==> src/rtl/tx_byte_feeder.sv <==
`timescale 1ns/1ps
`default_nettype none
// ============================================================================
//  Module   : tx_byte_feeder
//  Purpose  : Upstream stage of the UART TX control block. Buffers host bytes
//             in a small FIFO and, on a frame request, hands exactly Frame_Len
//             bytes to the TX control one at a time via the
//             Send_Sig / TX_Data / TX_Done_Sig handshake.
//  Ports    : CLK, RSTn (async, active low)
//             Wr_En/Wr_Data            - FIFO write side
//             Fifo_Full/Empty/Count    - FIFO status (registered count)
//             Overflow                 - pulse: write dropped on full FIFO
//             Frame_Start/Frame_Len    - frame request and byte count
//             Send_Sig/TX_Data         - byte hand-off to TX control
//             TX_Done_Sig              - TX control status (1 = idle/done)
//             readyFlag_TX/Busy        - frame active / FSM not idle
//             Underrun                 - frame waiting on an empty FIFO
//             Frame_Done/Err           - pulses: normal end / ack timeout
//  Revision : 1.0 - initial release
// ============================================================================
module tx_byte_feeder #(
  parameter int DEPTH       = 16,
  parameter int ADDR_W      = 4,
  parameter int ACK_TIMEOUT = 1024
) (
  input  logic              CLK,
  input  logic              RSTn,
  input  logic              Wr_En,
  input  logic [7:0]        Wr_Data,
  output logic              Fifo_Full,
  output logic              Fifo_Empty,
  output logic [ADDR_W:0]   Fifo_Count,
  output logic              Overflow,
  input  logic              Frame_Start,
  input  logic [15:0]       Frame_Len,
  output logic              Send_Sig,
  output logic [7:0]        TX_Data,
  input  logic              TX_Done_Sig,
  output logic              readyFlag_TX,
  output logic              Busy,
  output logic              Underrun,
  output logic              Frame_Done,
  output logic              Err
);

  localparam int                c_TO_W     = (ACK_TIMEOUT > 1) ? $clog2(ACK_TIMEOUT) : 1;
  localparam logic [c_TO_W-1:0] c_TO_LAST  = c_TO_W'(ACK_TIMEOUT - 1);
  localparam logic [c_TO_W-1:0] c_TO_ONE   = c_TO_W'(1);
  localparam logic [ADDR_W:0]   c_FULL_CNT = (ADDR_W + 1)'(DEPTH);
  localparam logic [ADDR_W:0]   c_CNT_ONE  = (ADDR_W + 1)'(1);
  localparam logic [ADDR_W-1:0] c_PTR_ONE  = ADDR_W'(1);

  typedef enum logic [2:0] {
    S_IDLE      = 3'd0,
    S_LOAD      = 3'd1,
    S_SEND      = 3'd2,
    S_WAIT_ACK  = 3'd3,
    S_WAIT_DONE = 3'd4
  } state_t;

  state_t              r_state, w_next;

  logic [7:0]          r_mem [DEPTH];
  logic [ADDR_W-1:0]   r_wptr, r_rptr;
  logic [ADDR_W:0]     r_count;
  logic                r_overflow, r_ready, r_frame_done, r_err;
  logic [7:0]          r_tx_data;
  logic [15:0]         r_remain;
  logic [c_TO_W-1:0]   r_to_cnt;

  logic w_full, w_empty, w_wr, w_pop;
  logic w_accept, w_byte_done, w_last, w_timeout;

  // Flags come from the registered count, so a write in the same cycle as a
  // pop at full is still refused.
  assign w_full  = (r_count == c_FULL_CNT);
  assign w_empty = (r_count == '0);
  assign w_wr    = Wr_En && !w_full;

  // --------------------------------------------------------------------------
  // FSM: state register
  // --------------------------------------------------------------------------
  always_ff @(posedge CLK or negedge RSTn) begin
    if (!RSTn) r_state <= S_IDLE;
    else       r_state <= w_next;
  end

  // --------------------------------------------------------------------------
  // FSM: next state and strobes
  // --------------------------------------------------------------------------
  always_comb begin
    w_next      = r_state;
    w_pop       = 1'b0;
    w_accept    = 1'b0;
    w_byte_done = 1'b0;
    w_last      = 1'b0;
    w_timeout   = 1'b0;
    case (r_state)
      S_IDLE: begin
        if (Frame_Start && (Frame_Len != 16'd0)) begin
          w_accept = 1'b1;
          w_next   = S_LOAD;
        end
      end
      S_LOAD: begin
        if (!w_empty) begin
          w_pop  = 1'b1;
          w_next = S_SEND;
        end
      end
      S_SEND: w_next = S_WAIT_ACK;
      S_WAIT_ACK: begin
        if (!TX_Done_Sig) begin
          w_next = S_WAIT_DONE;
        end else if (r_to_cnt == c_TO_LAST) begin
          w_timeout = 1'b1;
          w_next    = S_IDLE;
        end
      end
      S_WAIT_DONE: begin
        if (TX_Done_Sig) begin
          w_byte_done = 1'b1;
          if (r_remain == 16'd1) begin
            w_last = 1'b1;
            w_next = S_IDLE;
          end else begin
            w_next = S_LOAD;
          end
        end
      end
      default: w_next = S_IDLE;
    endcase
  end

  // --------------------------------------------------------------------------
  // FIFO storage (contents need no reset: pointers define validity)
  // --------------------------------------------------------------------------
  always_ff @(posedge CLK) begin
    if (w_wr) r_mem[r_wptr] <= Wr_Data;
  end

  always_ff @(posedge CLK or negedge RSTn) begin
    if (!RSTn) begin
      r_wptr     <= '0;
      r_rptr     <= '0;
      r_count    <= '0;
      r_overflow <= 1'b0;
    end else begin
      r_overflow <= Wr_En && w_full;
      if (w_wr)  r_wptr <= r_wptr + c_PTR_ONE;
      if (w_pop) r_rptr <= r_rptr + c_PTR_ONE;
      case ({w_wr, w_pop})
        2'b10:   r_count <= r_count + c_CNT_ONE;
        2'b01:   r_count <= r_count - c_CNT_ONE;
        default: r_count <= r_count;
      endcase
    end
  end

  // --------------------------------------------------------------------------
  // Frame datapath: byte register, remaining count, ack timeout, pulses
  // --------------------------------------------------------------------------
  always_ff @(posedge CLK or negedge RSTn) begin
    if (!RSTn) begin
      r_tx_data    <= 8'h00;
      r_remain     <= 16'd0;
      r_to_cnt     <= '0;
      r_ready      <= 1'b0;
      r_frame_done <= 1'b0;
      r_err        <= 1'b0;
    end else begin
      r_frame_done <= w_last;
      r_err        <= w_timeout;

      // TX_Data only moves on a pop, which only happens while TX control
      // reports idle, so it is stable for the whole transmit.
      if (w_pop) r_tx_data <= r_mem[r_rptr];

      if (w_accept)         r_remain <= Frame_Len;
      else if (w_byte_done) r_remain <= r_remain - 16'd1;

      if (r_state == S_SEND)          r_to_cnt <= '0;
      else if (r_state == S_WAIT_ACK) r_to_cnt <= r_to_cnt + c_TO_ONE;

      if (w_accept)               r_ready <= 1'b1;
      else if (w_last || w_timeout) r_ready <= 1'b0;
    end
  end

  assign Fifo_Full    = w_full;
  assign Fifo_Empty   = w_empty;
  assign Fifo_Count   = r_count;
  assign Overflow     = r_overflow;
  assign Send_Sig     = (r_state == S_SEND);
  assign TX_Data      = r_tx_data;
  assign readyFlag_TX = r_ready;
  assign Busy         = (r_state != S_IDLE);
  assign Underrun     = (r_state == S_LOAD) && w_empty;
  assign Frame_Done   = r_frame_done;
  assign Err          = r_err;

endmodule
`default_nettype wire
==> config.mk <==
export PLATFORM = sky130hd
export DESIGN_NAME = tx_byte_feeder
export DESIGN_NICKNAME = d
export VERILOG_FILES = /design/src/rtl/tx_byte_feeder.sv
export SDC_FILE = /design/constraint.sdc
export NUM_CORES = 1
export LEC_CHECK = 0
export ABC_AREA = 1
export ABC_CLOCK_PERIOD_IN_PS = 2000
export CAP_MARGIN = 30
export CORE_MARGIN = 4
export CORE_UTILIZATION = 40
export CTS_BUF_LIST = sky130_fd_sc_hd__clkbuf_4
export CTS_CLUSTER_SIZE = 14
export DETAILED_ROUTE_END_ITERATION = 6
export GPL_TIMING_DRIVEN = 0
export PLACE_DENSITY = 0.63
export RECOVER_POWER = 50
export REMOVE_ABC_BUFFERS = 1
export SKIP_CTS_REPAIR_TIMING = 1
export SYNTH_ARGS = -nofsm -noshare
export SYNTH_HDL_FRONTEND = slang
export SYNTH_SLANG_ARGS = --single-unit
==> constraint.sdc <==
create_clock -name CLK -period 2 [get_ports CLK]
set_input_delay 0.2 -clock CLK [delete_from_list [all_inputs] [get_ports CLK]]
set_output_delay 0.2 -clock CLK [all_outputs]
set_load 0.01 [all_outputs]
==> results of run 1 <==
-- layer usage --
| metal | track usage | up-vias | wire length, um |
|---|---|---|---|
| li1 | - | 2997 | - |
| met1 | 0.209 | 2877 | 8490 |
| met2 | 0.262 | 82 | 9540 |
| met3 | 0.0312 | 21 | 503 |
| met4 | 0.0458 | 0 | 279 |
| met5 | 0 | - | 0 |
-- logic make-up (layout without fill, tap and decap cells) --
| group | count (synthesis) | count (layout) | share of synthesized area |
|---|---|---|---|
| simple gates | 486 | 486 | 0.246 |
| flops | 182 | 182 | 0.621 |
| buf+inv | 84 | 160 | 0.0478 |
| compound gates | 78 | 78 | 0.0487 |
| xor+xnor | 18 | 18 | 0.0188 |
| fa+ha+maj | 12 | 12 | 0.0179 |
| other cells | 0 | 1 | 0 |
-- area by class of cell --
cell class,count,area (um^2),area share
tap,270,338,0.0344
antenna,1,2.50,0.000255
timing repair buffer,75,751,0.0764
clock buffer,17,128,0.0130
clock inverter,15,179,0.0182
sequential,182,5210,0.531
multi-input combinational,594,2990,0.304
inverter,53,226,0.0231
-- cell usage in the layout (no fill, tap or decap), types with 11 or more instances in the layout --
master           Yosys  final
buf_4                8     18
clkbuf_4             0     18
clkdlybuf4s50_1      0     36
dfrtp_1             54     44
edfxtp_1           128    128
ha_1                12     11
inv_1               40     40
nand2_1            211    209
nand3_1             83     80
nor2_1             159    141
nor2_4               2     21
o21ai_0             37     36
o21ai_1             25     26
xor2_1              14     12
-- critical path, delay by kind of cell (launching register included) --
kind | cells | cell delay [ns]
xor gates and xnor gates | 1 | 0.19
adders and majority gates | 2 | 0.39
and+or+nand+nor | 9 | 0.82
AOI/OAI and AO/OA | 1 | 0.07
DFF | 1 | 0.47
buffers and inverters | 2 | 0.12
-- sequential cells by signal, summed over array words and instances, names as in the netlist --
name          count
r_mem           128
r_remain         16
r_to_cnt         10
TX_Data           8
Fifo_Count        5
r_rptr            4
r_wptr            4
r_state           3
Err               1
Frame_Done        1
Overflow          1
readyFlag_TX      1
-- stage by stage --
| stage | hold WS, ns | TNS [ns] | total power, mW |
|---|---|---|---|
| 2_1_floorplan | -0.0956 | -5.77 | 8.70 |
| 3_3_place_gp | 0.473 | -111.69 | 10.4 |
| 3_5_place_dp | 0.239 | -37.89 | 10.6 |
| 4_1_cts | -0.427 | -33.77 | 12.7 |
| 5_1_grt | 0.150 | -2.25 | 14.4 |
| 6_report | 0.187 | -0.160 | 13.4 |
-- path summary, 6_finish.rpt --
| kind | end | cells after the start |
|---|---|---|
| setup / recovery | Fifo_Count[4] | 15 |
| hold / removal | r_remain[4] | 3 |
| setup reg to reg | Fifo_Count[4] | 15 |
| hold reg to reg | r_to_cnt[6] | 1 |
| max in group asynchronous | r_rptr[2] | 3 |
| min in group asynchronous | r_remain[4] | 2 |
-- power groups by stage --
stage          sequential, mW  combinational, mW  clock [mW]
5_1_grt                  5.46               6.56        2.36
3_3_place_gp             5.74               4.66           0
4_1_cts                  5.45               5.06        2.20
6_report                 5.38               5.83        2.15
2_1_floorplan            5.49               3.21           0
3_5_place_dp             5.53               5.05           0
==> metrics.yaml, run 1 <==
worst_setup_path:
  cp_cell_sequence: "nor2_4, nand3_4, nand2_4, inv_8, ha_4, xor2_2, ha_1, inv_1, nand2_1, nand3_1, nand2_1, nand2_1, nand2_1, nand2_1, o21ai_0"
  cp-start-kind: "flop"
  worstPathMaxFanout: 14
  path_class: "reg2reg"
  crit_path_end_kind: "flop"
  required_ns: 2.47
  critPathLaunch: "Fifo_Count[1]"
  arrival_ns: 2.63
  r2r_setup_slack_ns: -0.16
  slowest_stage: "dfrtp_2"
  r2r_start: "Fifo_Count[1]"
  crit_top_cell: "nand2_1"
  max_stage_delay_ns: 0.47
routing:
  routed_wirelength_mm: 18.8
  vias_per_cell: 4.95
  postRouteAntennaNets: 0
  first_iter_violations: 399
  remaining_drc_errors: 0
  drt-pass1-iter-count: 5
  num_vias: 5977
  avgRoutedWirePerCell_um: 15.6
final_layout:
  final_util: 0.481
  final_area_um2: 9820
  fill_cells: 1890
  drive_gt1_frac: 0.128
  syn_to_final_growth_pct: 17.4
  layout.cells.non_filler: 1207
  nNetsFinal: 964
synth:
  synthDistinctLibCells: 36
  yosysTopAreaCell: "edfxtp_1"
  synth_area_leaders: "edfxtp_1 46%, dfrtp_1 16%, nand2_1 9.5%"
  synth_cells: 860
  syn_area_um2: 8370
  synth_edf_count: 128
  ys_async_sr_fraction: 0.297
  ys_seq_elements: 182
  yosysMostFrequentCell: "nand2_1"
  netlist.area_leader.share: 0.459
  yosysSeqAreaShare: 0.621
  netlist_top_cells_count: "211 x nand2_1, 159 x nor2_1, 128 x edfxtp_1, 83 x nand3_1, 54 x dfrtp_1"
  syn_avg_cell_area_um2: 9.73
  synth_ff_type: "edfxtp_1"
  ys_warn_count: 0
clocking:
  cts_buffers: 17
  cts_buffer_depth: 2
  cts_root_buf: "clkbuf_4"
  htreeDepth: 4
  cts_tree: "done"
  clock_sinks: 182
  clock_latency_ns: 0.58
  clkSlewWorstSetupHoldPaths_ns: 0.18
sta:
  slew_headroom: 0.0851
  period_needed_ns: 2.16
  post-route-period-util: 1.08
  layout_setup_ws_ns: -0.157
  rsz0062_at_grt: "yes"
  worst_slew_pin_slew_ns: 1.37
  slew_violations: 0
  hold_violations: 0
  fmax_mhz: 464
  finClkSkew_ns: 0.0306
  finalSetupViolCount: 2
power:
  clockPowerShare: 0.161
  switchingPower_mw: 5.72
  powerDensity_nw_per_um2: 1360
  p_leak_nw: 3.92
  pwr-share-seq: 0.403
  combPwrFrac: 0.436
  switching_share: 0.428
  internal_power_mw: 7.63
  vdd.ir_drop.worst_mv: 0.654
grt:
  grt_pass1_vias: 5628
  grt_pass1_wl_mm: 29.3
  overflow: 0
  track_usage: 0.157
  antenna_found_initial: 1
  grt_max_degree: 38
placed_design:
  place.gp.congestion: 0.840
  place.port_buffers: 50
  post_dp_cell_area_um2: 9080
  placedCellCount: 1153
  hpwl_mm: 11.9
  dpl_worst_slack_ns: -0.542
floorplan:
  ios: 51
  die_w_um: 153
  initial_core_util: 0.410
  dieArea_um2: 23300
  die_h_um: 153
  core_area_um2: 20400
  rows: 52
outcome:
  violations: "negative setup slack"
  outcome: "finished, violations left"
job:
  cap_violations: 0
worst_hold_path:
  hold_start: "Frame_Len[4]"
  hp-class: "in2reg"
Power figures use the tool's default switching activity.
==> run 2: changes to the inputs <==
==> constraint.sdc (replaced) <==
create_clock -name CLK -period 2 [get_ports CLK]
set_input_delay 0.6 -clock CLK [delete_from_list [all_inputs] [get_ports CLK]]
set_output_delay 0.6 -clock CLK [all_outputs]
set_load 0.01 [all_outputs]
==> metrics.yaml, run 2 (synthesis gave the netlist of run 1 again) <==
worst_setup_path:
  r2r_start: "Fifo_Count[0]"
  crit_path_end_kind: "primary output"
  rr_worst_depth: 15  # unchanged
  cp-start-kind: "flop"
  r2r-end: "Fifo_Count[4]"
  worstPathMaxFanout: 4  # -10
  path_class: "reg2out"
  arrival_ns: 1.61  # -1.02 ns
  required_ns: 1.40  # -1.07 ns
  r2r_setup_slack_ns: -0.16  # about the same
grt:
  grt_use_met1: 0.209  # unchanged
  use_met3: 0.0312  # unchanged
  grt-busiest-layer: "met2"
  overflow: 0  # unchanged
  grt_pass1_vias: 5628  # unchanged
  grt_max_degree: 38  # unchanged
  use_met2: 0.262  # unchanged
  track_usage: 0.157  # unchanged
  antenna_found_initial: 1  # unchanged
  grt_pass1_wl_mm: 29.3  # unchanged
sta:
  slew_headroom: 0.504  # +0.418
  hold_violations: 0  # unchanged
  layout_setup_ws_ns: -0.207  # -0.0492 ns
  fmax_mhz: 453  # -2.2%
  finalSetupViolCount: 8  # +6
  slew_violations: 0  # unchanged
  post-route-period-util: 1.10  # +0.0246
  rsz0062_at_grt: "yes"
  worst_slew_pin_slew_ns: 0.742  # -0.630 ns
  finClkSkew_ns: 0.0323  # +0.00167 ns
  period_needed_ns: 2.21  # +0.0492 ns
outcome:
  violations: "negative setup slack"
  outcome: "finished, violations left"
final_layout:
  top_register: "r_mem"
  largest_reg_flops: 128  # unchanged
  final_common_cell: "nand2_1"
  multi_input_area_um2: 3050  # +2.1%
  final_util: 0.491  # +0.0105
  seq_area_um2: 5210  # unchanged
  drive_gt1_frac: 0.166  # +0.0378
  syn_to_final_growth_pct: 19.9
  nNetsFinal: 980  # +1.7%
  final_cell_mix: "205 x nand2_1, 139 x nor2_1, 128 x edfxtp_1, 79 x nand3_1, 44 x dfrtp_1"
  top_regs: "r_mem: 128 flops, r_remain: 16 flops, r_to_cnt: 10 flops"
  layout.cells.non_filler: 1223  # +1.3%
  fill_cells: 1871  # -1.0%
placed_design:
  place.port_buffers: 50  # unchanged
  dpl_worst_slack_ns: -0.739  # -0.197 ns
  place.gp.congestion: 0.840  # unchanged
  hpwl_mm: 11.9  # unchanged
  placedCellCount: 1153  # unchanged
floorplan:
  die_h_um: 153  # unchanged
  core_area_um2: 20400  # unchanged
  dieArea_um2: 23300  # unchanged
  ios: 51  # unchanged
  rows: 52  # unchanged
  die_w_um: 153  # unchanged
  initial_core_util: 0.410  # unchanged
worst_hold_path:
  hold_start: "r_to_cnt[6]"
  hp-class: "reg2reg"
  hold_end: "r_to_cnt[6]"
  holdPathStages: 1  # -2
routing:
  postRouteAntennaNets: 0  # unchanged
  avgRoutedWirePerCell_um: 15.6  # -0.14%
  num_vias: 6060  # +1.4%
  first_iter_violations: 417  # +4.5%
  drt-pass1-iter-count: 5  # unchanged
  vias_per_cell: 4.96  # about the same
  routed_wirelength_mm: 19.0  # +1.2%
  remaining_drc_errors: 0  # unchanged
clocking:
  cts_buffer_depth: 2  # unchanged
  clock_latency_ns: 0.59  # about the same
  cts_root_buf: "clkbuf_4"
  cts_buffers: 17  # unchanged
  cts_tree: "done"
  clock_sinks: 182  # unchanged
  htreeDepth: 4  # unchanged
  clkSlewWorstSetupHoldPaths_ns: 0.16  # -0.02 ns
power:
  p_leak_nw: 4.11  # +5.0%
  vdd.ir_drop.worst_mv: 0.728  # +11%
  powerDensity_nw_per_um2: 1380  # +1.4%
job:
  cap_violations: 0  # unchanged
-- run 2: power by group --
group          internal (mW)  switching, mW
logic                   2.46           3.86
registers               4.76          0.612
clock network          0.707           1.45
-- run 2: per-layer routing --
metal,vias up,wire [um],part of all wire
met4,0,265,0.014
li1,3029,-,-
met3,20,678,0.036
met2,103,9700,0.51
met5,-,0,0
met1,2908,8390,0.44
-- run 2: through the flow --
stage / power (mW) / area (um^2) / hold WS, ns / setup TNS, ns
2_1_floorplan: 8.70 / 8170 / 0.304 / -5.77
5_1_grt: 14.9 / 10000 / 0.543 / -1.96
3_3_place_gp: 10.4 / 9010 / 0.473 / -191.18
6_report: 13.8 / 10000 / 0.507 / -0.981
4_1_cts: 12.7 / 9390 / -0.0274 / -38.90
3_5_place_dp: 10.6 / 9080 / 0.464 / -95.87
-- run 2: worst max-delay path by stage --
stage                     depth (start not counted)           end  slack (ns)     startpoint
final                                             5    Fifo_Empty       -0.21  Fifo_Count[0]
after global routing                              5    Fifo_Empty       -0.32  Fifo_Count[0]
after CTS                                         4      Underrun       -0.89  Fifo_Count[1]
after detailed placement                          5  r_mem[15][3]       -0.74          Wr_En
after global placement                            7    TX_Data[7]       -2.22      r_rptr[0]
after floorplan                                   7    TX_Data[0]       -0.64      r_rptr[0]
-- run 2: final cells by class --
| cell class | instances | area share |
|---|---|---|
| Antenna cell | 1 | 0.000249 |
| Multi-Input combinational cell | 594 | 0.304 |
| Timing Repair Buffer | 91 | 0.0889 |
| Tap cell | 270 | 0.0337 |
| Clock buffer | 17 | 0.0127 |
| Inverter | 53 | 0.0238 |
| Sequential cell | 182 | 0.519 |
| Clock inverter | 15 | 0.0178 |
-- run 2: worst max-delay path, cell delays in order (launching register included) --
cell     delay [ns]
dfrtp_2        0.47
nor2_4         0.16
nand3_4        0.13
buf_6          0.15
inv_4          0.04
buf_6          0.08
